### src/rtl/mult_div_unit.sv
// Iterative radix-2 multiply / restoring divide unit with architectural HI/LO registers.
// Signed operands are reduced to magnitudes at capture and the signs are restored in FIXUP.
module mult_div_unit #(
  parameter int unsigned WIDTH = 32
) (
  input  logic             clock,
  input  logic             reset,
  input  logic             start,
  input  logic [1:0]       op,
  input  logic [WIDTH-1:0] operand_a,
  input  logic [WIDTH-1:0] operand_b,
  input  logic             mthi,
  input  logic             mtlo,
  output logic             busy,
  output logic             done,
  output logic [WIDTH-1:0] hi,
  output logic [WIDTH-1:0] lo,
  output logic             div_by_zero
);

  localparam int unsigned CntW = $clog2(WIDTH + 1);

  typedef enum logic [1:0] {StIdle, StCalc, StFixup} state_e;

  state_e             state_q, state_d;
  logic [CntW-1:0]    cnt_q, cnt_d;
  logic [WIDTH-1:0]   acc_hi_q, acc_hi_d;
  logic [WIDTH-1:0]   acc_lo_q, acc_lo_d;
  logic [WIDTH-1:0]   mcand_q, mcand_d;
  logic               is_div_q, is_div_d;
  logic               neg_res_q, neg_res_d;
  logic               neg_rem_q, neg_rem_d;
  logic               b_zero_q, b_zero_d;
  logic [WIDTH-1:0]   hi_q, hi_d;
  logic [WIDTH-1:0]   lo_q, lo_d;
  logic               dbz_q, dbz_d;
  logic               done_q, done_d;

  logic               a_neg, b_neg;
  logic [WIDTH-1:0]   a_mag, b_mag;
  logic [WIDTH:0]     mul_sum;
  logic [WIDTH:0]     div_shift;
  logic [WIDTH-1:0]   div_diff;
  logic               div_ge;
  logic [2*WIDTH-1:0] prod, prod_neg;

  always_comb begin
    a_neg     = op[0] & operand_a[WIDTH-1];
    b_neg     = op[0] & operand_b[WIDTH-1];
    a_mag     = a_neg ? -operand_a : operand_a;
    b_mag     = b_neg ? -operand_b : operand_b;
    // Multiply: add multiplicand into the upper half when the LSB is set, then shift right.
    mul_sum   = {1'b0, acc_hi_q} + (acc_lo_q[0] ? {1'b0, mcand_q} : '0);
    // Divide: shift next dividend bit into the remainder and try subtracting the divisor.
    div_shift = {acc_hi_q, acc_lo_q[WIDTH-1]};
    div_ge    = div_shift >= {1'b0, mcand_q};
    div_diff  = div_shift[WIDTH-1:0] - mcand_q;
    prod      = {acc_hi_q, acc_lo_q};
    prod_neg  = -prod;
  end

  always_comb begin
    state_d   = state_q;
    cnt_d     = cnt_q;
    acc_hi_d  = acc_hi_q;
    acc_lo_d  = acc_lo_q;
    mcand_d   = mcand_q;
    is_div_d  = is_div_q;
    neg_res_d = neg_res_q;
    neg_rem_d = neg_rem_q;
    b_zero_d  = b_zero_q;
    hi_d      = hi_q;
    lo_d      = lo_q;
    dbz_d     = dbz_q;
    done_d    = 1'b0;

    unique case (state_q)
      StIdle: begin
        if (mthi) hi_d = operand_a;
        if (mtlo) lo_d = operand_a;
        if (start) begin
          state_d   = StCalc;
          cnt_d     = '0;
          is_div_d  = op[1];
          neg_res_d = a_neg ^ b_neg;
          neg_rem_d = a_neg;
          b_zero_d  = (operand_b == '0);
          acc_hi_d  = '0;
          acc_lo_d  = op[1] ? a_mag : b_mag;
          mcand_d   = op[1] ? b_mag : a_mag;
        end
      end
      StCalc: begin
        cnt_d = cnt_q + CntW'(1);
        if (is_div_q) begin
          acc_hi_d = div_ge ? div_diff : div_shift[WIDTH-1:0];
          acc_lo_d = {acc_lo_q[WIDTH-2:0], div_ge};
        end else begin
          acc_hi_d = mul_sum[WIDTH:1];
          acc_lo_d = {mul_sum[0], acc_lo_q[WIDTH-1:1]};
        end
        if (cnt_q == CntW'(WIDTH - 1)) state_d = StFixup;
      end
      StFixup: begin
        state_d = StIdle;
        done_d  = 1'b1;
        if (is_div_q) begin
          // With a zero divisor the remainder path already reconstructs operand_a.
          lo_d  = b_zero_q ? '1 : (neg_res_q ? -acc_lo_q : acc_lo_q);
          hi_d  = neg_rem_q ? -acc_hi_q : acc_hi_q;
          dbz_d = b_zero_q;
        end else begin
          {hi_d, lo_d} = neg_res_q ? prod_neg : prod;
          dbz_d        = 1'b0;
        end
      end
      default: state_d = StIdle;
    endcase
  end

  always_ff @(posedge clock) begin
    if (reset) begin
      state_q   <= StIdle;
      cnt_q     <= '0;
      acc_hi_q  <= '0;
      acc_lo_q  <= '0;
      mcand_q   <= '0;
      is_div_q  <= 1'b0;
      neg_res_q <= 1'b0;
      neg_rem_q <= 1'b0;
      b_zero_q  <= 1'b0;
      hi_q      <= '0;
      lo_q      <= '0;
      dbz_q     <= 1'b0;
      done_q    <= 1'b0;
    end else begin
      state_q   <= state_d;
      cnt_q     <= cnt_d;
      acc_hi_q  <= acc_hi_d;
      acc_lo_q  <= acc_lo_d;
      mcand_q   <= mcand_d;
      is_div_q  <= is_div_d;
      neg_res_q <= neg_res_d;
      neg_rem_q <= neg_rem_d;
      b_zero_q  <= b_zero_d;
      hi_q      <= hi_d;
      lo_q      <= lo_d;
      dbz_q     <= dbz_d;
      done_q    <= done_d;
    end
  end

  assign busy        = (state_q != StIdle);
  assign done        = done_q;
  assign hi          = hi_q;
  assign lo          = lo_q;
  assign div_by_zero = dbz_q;

endmodule

### config.mk
export PLATFORM = sky130hd
export DESIGN_NAME = mult_div_unit
export DESIGN_NICKNAME = d
export VERILOG_FILES = /design/src/rtl/mult_div_unit.sv
export SDC_FILE = /design/constraint.sdc
export NUM_CORES = 1
export LEC_CHECK = 0
export CAP_MARGIN = 25
export CELL_PAD_IN_SITES_DETAIL_PLACEMENT = 0
export CELL_PAD_IN_SITES_GLOBAL_PLACEMENT = 1
export CORE_MARGIN = 3
export CORE_UTILIZATION = 39
export DETAILED_ROUTE_END_ITERATION = 10
export HOLD_SLACK_MARGIN = 0.05
export PLACE_DENSITY_LB_ADDON = 0.1
export SLEW_MARGIN = 5
export SYNTH_ARGS = -nofsm -noshare
export SYNTH_HDL_FRONTEND = slang
export SYNTH_SLANG_ARGS = --single-unit
### constraint.sdc
create_clock -name clock -period 3 [get_ports clock]
set_input_delay 0.75 -clock clock [delete_from_list [all_inputs] [get_ports clock]]
set_output_delay 0.75 -clock clock [all_outputs]
set_load 0.005 [all_outputs]
# Word level (Yosys, flattened, before mapping)

Cells that the tools add are included.

Flip-flop bits (word level): 174
Latch bits: 0
Bits in writable memories: 0
Memory bits (read-only): 0
Bits of input ports: 71
Output and inout port bits: 67
Word-level logic and storage cells: 71
Memories: 0

Add/sub/neg operators: 8
Multipliers: 0
Divide/modulo/power cells: 0
$lt $le $gt $ge: 1
Equality and inequality tests: 7
Shifts and indexed selects: 0
Mux-type cells: 29
Bitwise operators: 3
Reductions and logical operators: 10

Operators with widths:

| kind                                                            | count |
|---|---|
| 32-bit two-way mux                                              | 17 |
| 32-bit one-hot mux with 2 select lines                          | 4 |
| 32-bit negation                                                 | 4 |
| 64-bit two-way mux                                              | 1 |
| 64-bit negation                                                 | 1 |
| 32-bit by 32-bit adder with 33-bit output                       | 1 |
| 33-bit by 32-bit greater-or-equal comparator with 1-bit output  | 1 |
| 32-bit logical NOT                                              | 1 |
| 32-bit subtractor                                               | 1 |
| 6-bit one-hot mux with 2 select lines                           | 1 |
| 2-bit AND reduction                                             | 5 |
| 2-bit != test, second input constant                            | 4 |
| 6-bit by 1-bit adder with 6-bit output, second input constant   | 1 |
| 6-bit by 5-bit == test with 1-bit output, second input constant | 1 |
| 6-bit two-way mux                                               | 1 |
| 2-bit nonzero test                                              | 3 |
| 2-bit two-way mux                                               | 2 |
| 2-bit one-hot mux with 2 select lines                           | 1 |
| 1-bit bitwise AND                                               | 2 |
| 2-bit by 1-bit == test with 1-bit output, second input constant | 1 |
| 2-bit == test, second input constant                            | 1 |
| 2-bit logical NOT                                               | 1 |
| 1-bit two-way mux                                               | 2 |
| 1-bit XOR                                                       | 1 |

# Logic depth before layout (Yosys ltp)

Depth after elaboration: 5
Gate-level depth with buffers: 14
Gate-level depth less buffers: 13

# Worst setup path before layout

Ideal clock, no wire load.

Kind: flip-flop to flip-flop
Start: register acc_lo_q[0]
End: register acc_hi_q[28]
Data arrival time: 3.027 ns
Data required time: 2.878 ns
Slack: -0.149 ns
Stages on the path, launching flop included: 15
Clock period less this slack: 3.149 ns
Path through: dfxtp_1 -> inv_1 -> clkbuf_1 -> nor2_1 -> ha_1 -> clkbuf_1 -> a21oi_1 -> o21ai_0 -> and2_1 -> and3_1 -> a2111oi_0 -> nor2_1 -> a21oi_1 -> xnor2_1 -> a221o_1

Word-level cells in the longest chain between the ends: 4

Ends and longest elaborated chain:

| what                                      | line | source |
|---|---|---|
| start, declared                           | 28   | `logic [WIDTH-1:0] acc_lo_q, acc_lo_d;` |
| start signal, assigned                    | 140  | `acc_lo_q <= acc_lo_d;` |
| 32-bit two-way mux                        | 53   | `mul_sum = {1'b0, acc_hi_q} + (acc_lo_q[0] ? {1'b0, mcand_q} : '0);` |
| 32-bit by 32-bit adder with 33-bit output | 53   |  |
| 32-bit two-way mux                        | 95   | `if (is_div_q) begin` |
| 32-bit one-hot mux with 2 select lines    | 77   | `unique case (state_q)` |
| end signal, assigned                      | 139  | `acc_hi_q <= acc_hi_d;` |
| end, declared                             | 27   | `logic [WIDTH-1:0] acc_hi_q, acc_hi_d;` |

No other way between the ends.
A chain may end at the register's enable or synchronous reset.

# Final worst setup path

Start: register acc_lo_q[0]
End: register acc_hi_q[19]

The elaborated chain is that of the path after synthesis.

==> results.ini <==
[run_status]
outcome = finished with violations
violations = negative setup slack

[yosys]
ys_seq_area_share_pct = 23.61
synth_cells = 2010
yosysUniqueCellTypes = 77
syn_area_sq_um = 14750
synth-async-reset-ratio_pct = 0
yosysWarnings = 0
synth_fp_nets = 2152
ys_ff_latch = 174
syn_avg_cell_area_sq_um = 7.340
synth_edf_count = 0
ys.flop_type = dfxtp_1

[cells_and_area]
finalNetCount = 2630
multi_input_area_sq_um = 11810
fillers = 3502
stdcell_area_sq_um = 21850
area_delta_synth_final_pct = 48.10
regArea_sq_um = 3501
drive_gt1_share_pct = 29.79

[timing]
worst_slack_ns = -0.1607
fin_skew_ns = 0.01409
fin_crit_sh_pct = 105.4
min_period_ns = 3.161
drv_slew = 0
whs_ns = 0.4543
rsz0062_at_grt = true
fmax_mhz = 316.4
hold_viol = 0
setup_violations = 17
worst_pin_slew_ns = 0.8739
maxSlewHeadroom_pct = 41.60

[power]
power_density_nw_per_um2 = 394.6
peakVddDrop_uv = 363.4
pwr-share-comb_pct = 42.7
p_leak_uw = 0.009079
seqPwrFrac_pct = 30.1
p_int_uw = 5295
p_clk_share_pct = 27.1
p_switching_uw = 3328
switching_share_pct = 38.59

[floorplan]
fp.dieH_um = 200.5
start_util_pct = 39.92
coreArea_sq_um = 36960
rows = 70
pin_count = 138
die_x_um = 200.5
die_area_sq_um = 40200

[placed_design]
gp_congestion = 0.9589
dp_hpwl_um = 55420
place_area_sq_um = 19590
io_buffers = 137

[min_path]
whs_path_depth = 2
min_path_type = register to register
hp-start = mcand_q[11]
min_to = mcand_q[11]

[clock_tree]
htree_num_levels = 4
clockBufferDepth = 2
clk_pin_slew_worst_paths_ns = 0.09
postCtsHoldBufs = 0
clk-insertion-delay-late_ns = 0.46
cts_buffers = 17
clock_sinks = 174
cts_tree = yes
cts_root_buffer = clkbuf_16

[critical_path]
crit_type = register to register
critPathCaptureType = register
crit_fanout = 7
r2r_end = acc_hi_q[19]
cp_data_arrival_time_ns = 3.54
timing.rr.start = acc_lo_q[0]
reg2reg_depth = 16
r2r_setup_slack_ns = -0.16
critPathRequiredTime_ns = 3.38
cp-start-kind = register

[global_route]
antenna_found_initial = 0
grt_pass1_vias = 16610
groute.usage.overall_pct = 33.17
grt_max_degree = 76
grt.overflow.total = 0
grt_pass1_wl_um = 103100

[detailed_routing]
vias = 17560
wl_per_cell_um = 23.16
ant_nets = 0
drt_first_pass_iters = 6
drt_first_iter_violations = 1597
wl_um = 69660
drcViolationCount = 0
viasPerCell = 5.838

[run]
drv_cap = 0

-- area by class of cell --
class	count	area share (%)
Clock inverter	15	0.8589
Timing Repair Buffer	599	23.10
Antenna cell	2	0.02290
Multi-Input combinational cell	1632	54.05
Inverter	64	1.117
Tap cell	504	2.886
Sequential cell	174	16.02
Clock buffer	17	1.947
-- what timing repair did --
action | in CTS | in global routing
pin swaps | 80 | 88
cloned | 1 | 0
setup endpoints to repair | 49 | 84
gates resized for setup | 132 | 169
setup buffers | 19 | 15
-- critical path, stage by stage, from the launching register on --
cell and delay, ns:
dfxtp_2 0.35, buf_6 0.10, clkinvlp_4 0.15, buf_12 0.19, nor2_4 0.10, ha_4 0.21, o211ai_1 0.20, a21oi_2 0.09
buf_4 0.16, o31ai_4 0.23, buf_4 0.15, nand4b_1 0.20, a31oi_2 0.29, o21bai_1 0.13, xor2_1 0.21, nor3_2 0.08
nor4_1 0.24
-- placed cells by master (no fill, tap or decap), types with 10 or more instances in the layout --
| cell | instances |
|---|---|
| a211oi_1 | 66 |
| a211oi_2 | 10 |
| a21o_1 | 38 |
| a21oi_1 | 170 |
| a21oi_2 | 24 |
| a311oi_1 | 10 |
| a31oi_1 | 18 |
| and2_1 | 16 |
| and3_1 | 14 |
| buf_4 | 430 |
| buf_6 | 24 |
| clkbuf_16 | 18 |
| clkdlybuf4s50_1 | 132 |
| dfxtp_1 | 162 |
| dfxtp_2 | 11 |
| ha_1 | 45 |
| ha_4 | 23 |
| inv_1 | 57 |
| mux2i_1 | 48 |
| nand2_1 | 215 |
| nand2b_1 | 14 |
| nand3_1 | 28 |
| nand4_1 | 18 |
| nor2_1 | 198 |
| nor2_2 | 11 |
| nor2_4 | 11 |
| nor3_1 | 29 |
| o211ai_1 | 30 |
| o21ai_0 | 98 |
| o21ai_1 | 20 |
| o221a_2 | 20 |
| o221ai_1 | 10 |
| o31ai_1 | 19 |
| or3_1 | 19 |
| xnor2_1 | 79 |
| xor2_1 | 84 |
-- Yosys cell counts (12+ instances only) --
| cell type | instances | area share, % |
|---|---|---|
| nor2_1 | 220 | 5.6 |
| nand2_1 | 219 | 5.6 |
| o31ai_1 | 23 | 1.2 |
| and2_1 | 19 | 0.81 |
| o41ai_1 | 12 | 0.71 |
| or3_1 | 23 | 0.98 |
| xnor2_1 | 85 | 5.0 |
| ha_1 | 69 | 5.9 |
| nand4_1 | 18 | 0.76 |
| nand3_1 | 29 | 0.98 |
| inv_1 | 63 | 1.6 |
| dfxtp_1 | 174 | 24 |
| nor2b_1 | 13 | 0.55 |
| buf_1 | 15 | 0.38 |
| a211oi_1 | 78 | 4.0 |
| nor3_1 | 38 | 1.3 |
| a311oi_1 | 12 | 0.71 |
| a21oi_1 | 201 | 6.8 |
| xor2_1 | 88 | 5.2 |
| and3_1 | 17 | 0.72 |
| mux2i_1 | 49 | 3.3 |
| o21ai_0 | 121 | 4.1 |
| clkbuf_1 | 119 | 3.0 |
| a31oi_1 | 23 | 0.98 |
| nor4_1 | 14 | 0.59 |
| o211ai_1 | 30 | 1.5 |
| nand2b_1 | 15 | 0.64 |
| or4_1 | 15 | 0.76 |
| a21o_1 | 38 | 1.9 |
| o221a_2 | 22 | 1.7 |
-- per-stage QoR --
step | setup WS, ns | TNS, ns | utilization [%] | std cells | total power, uW
after CTS | -0.1213 | -1.174 | 56.65 | 2991 | 8398
final | -0.1607 | -1.057 | 59.12 | 3007 | 8623
after detailed placement | -0.5630 | -21.84 | 53.01 | 2943 | 5931
after floorplan | 0.02627 | 0 | - | 2010 | 4318
after global routing | -0.2799 | -3.610 | 59.11 | 3005 | 8999
after global placement | -0.5229 | -19.56 | 53.01 | 2943 | 5919
-- per-layer routing --
layer | share of wire, % | track usage, % | vias up
met5 | 0 | 0 | -
met4 | 4.0 | 12.25 | 0
met3 | 7.4 | 4.719 | 103
met2 | 43 | 51.62 | 711
met1 | 45 | 46.67 | 8451
li1 | - | - | 8290
-- flip-flops by register name, indices dropped and copies added, names as in the netlist --
register     flops
acc_hi_q        32
acc_lo_q        32
hi              32
lo              32
mcand_q         32
cnt_q            6
state_q          2
b_zero_q         1
div_by_zero      1
done             1
is_div_q         1
neg_rem_q        1
neg_res_q        1
-- logic make-up after synthesis --
group                      after synthesis  synth area share, %
adders and majority gates               71                6.123
xor gates and xnor gates               173                10.27
AOI/OAI and AO/OA                      663                29.88
muxes                                   53                3.630
and+or+nand+nor                        672                21.21
buffers and inverters                  204                5.283
DFF                                    174                23.61
-- power groups by stage --
| stage | combinational, uW | clock (uW) | sequential, uW |
|---|---|---|---|
| 2_1_floorplan | 1680 | 0 | 2640 |
| 3_3_place_gp | 3280 | 0 | 2640 |
| 3_5_place_dp | 3290 | 0 | 2640 |
| 4_1_cts | 3430 | 2370 | 2590 |
| 5_1_grt | 3920 | 2460 | 2620 |
| 6_report | 3690 | 2340 | 2600 |
-- worst max path at each step --
stage             startpoint      endpoint  slack, ns  cells after the start
2_1_floorplan   acc_lo_q[31]  acc_hi_q[16]       0.03                     13
3_3_place_gp   operand_a[18]  acc_lo_q[30]      -0.52                     11
3_5_place_dp   operand_a[18]  acc_lo_q[30]      -0.56                     11
4_1_cts          acc_lo_q[0]  acc_hi_q[28]      -0.12                     16
5_1_grt          acc_lo_q[0]  acc_hi_q[19]      -0.28                     16
6_report         acc_lo_q[0]  acc_hi_q[19]      -0.16                     16
No activity file was read; power rests on OpenSTA's default activity.
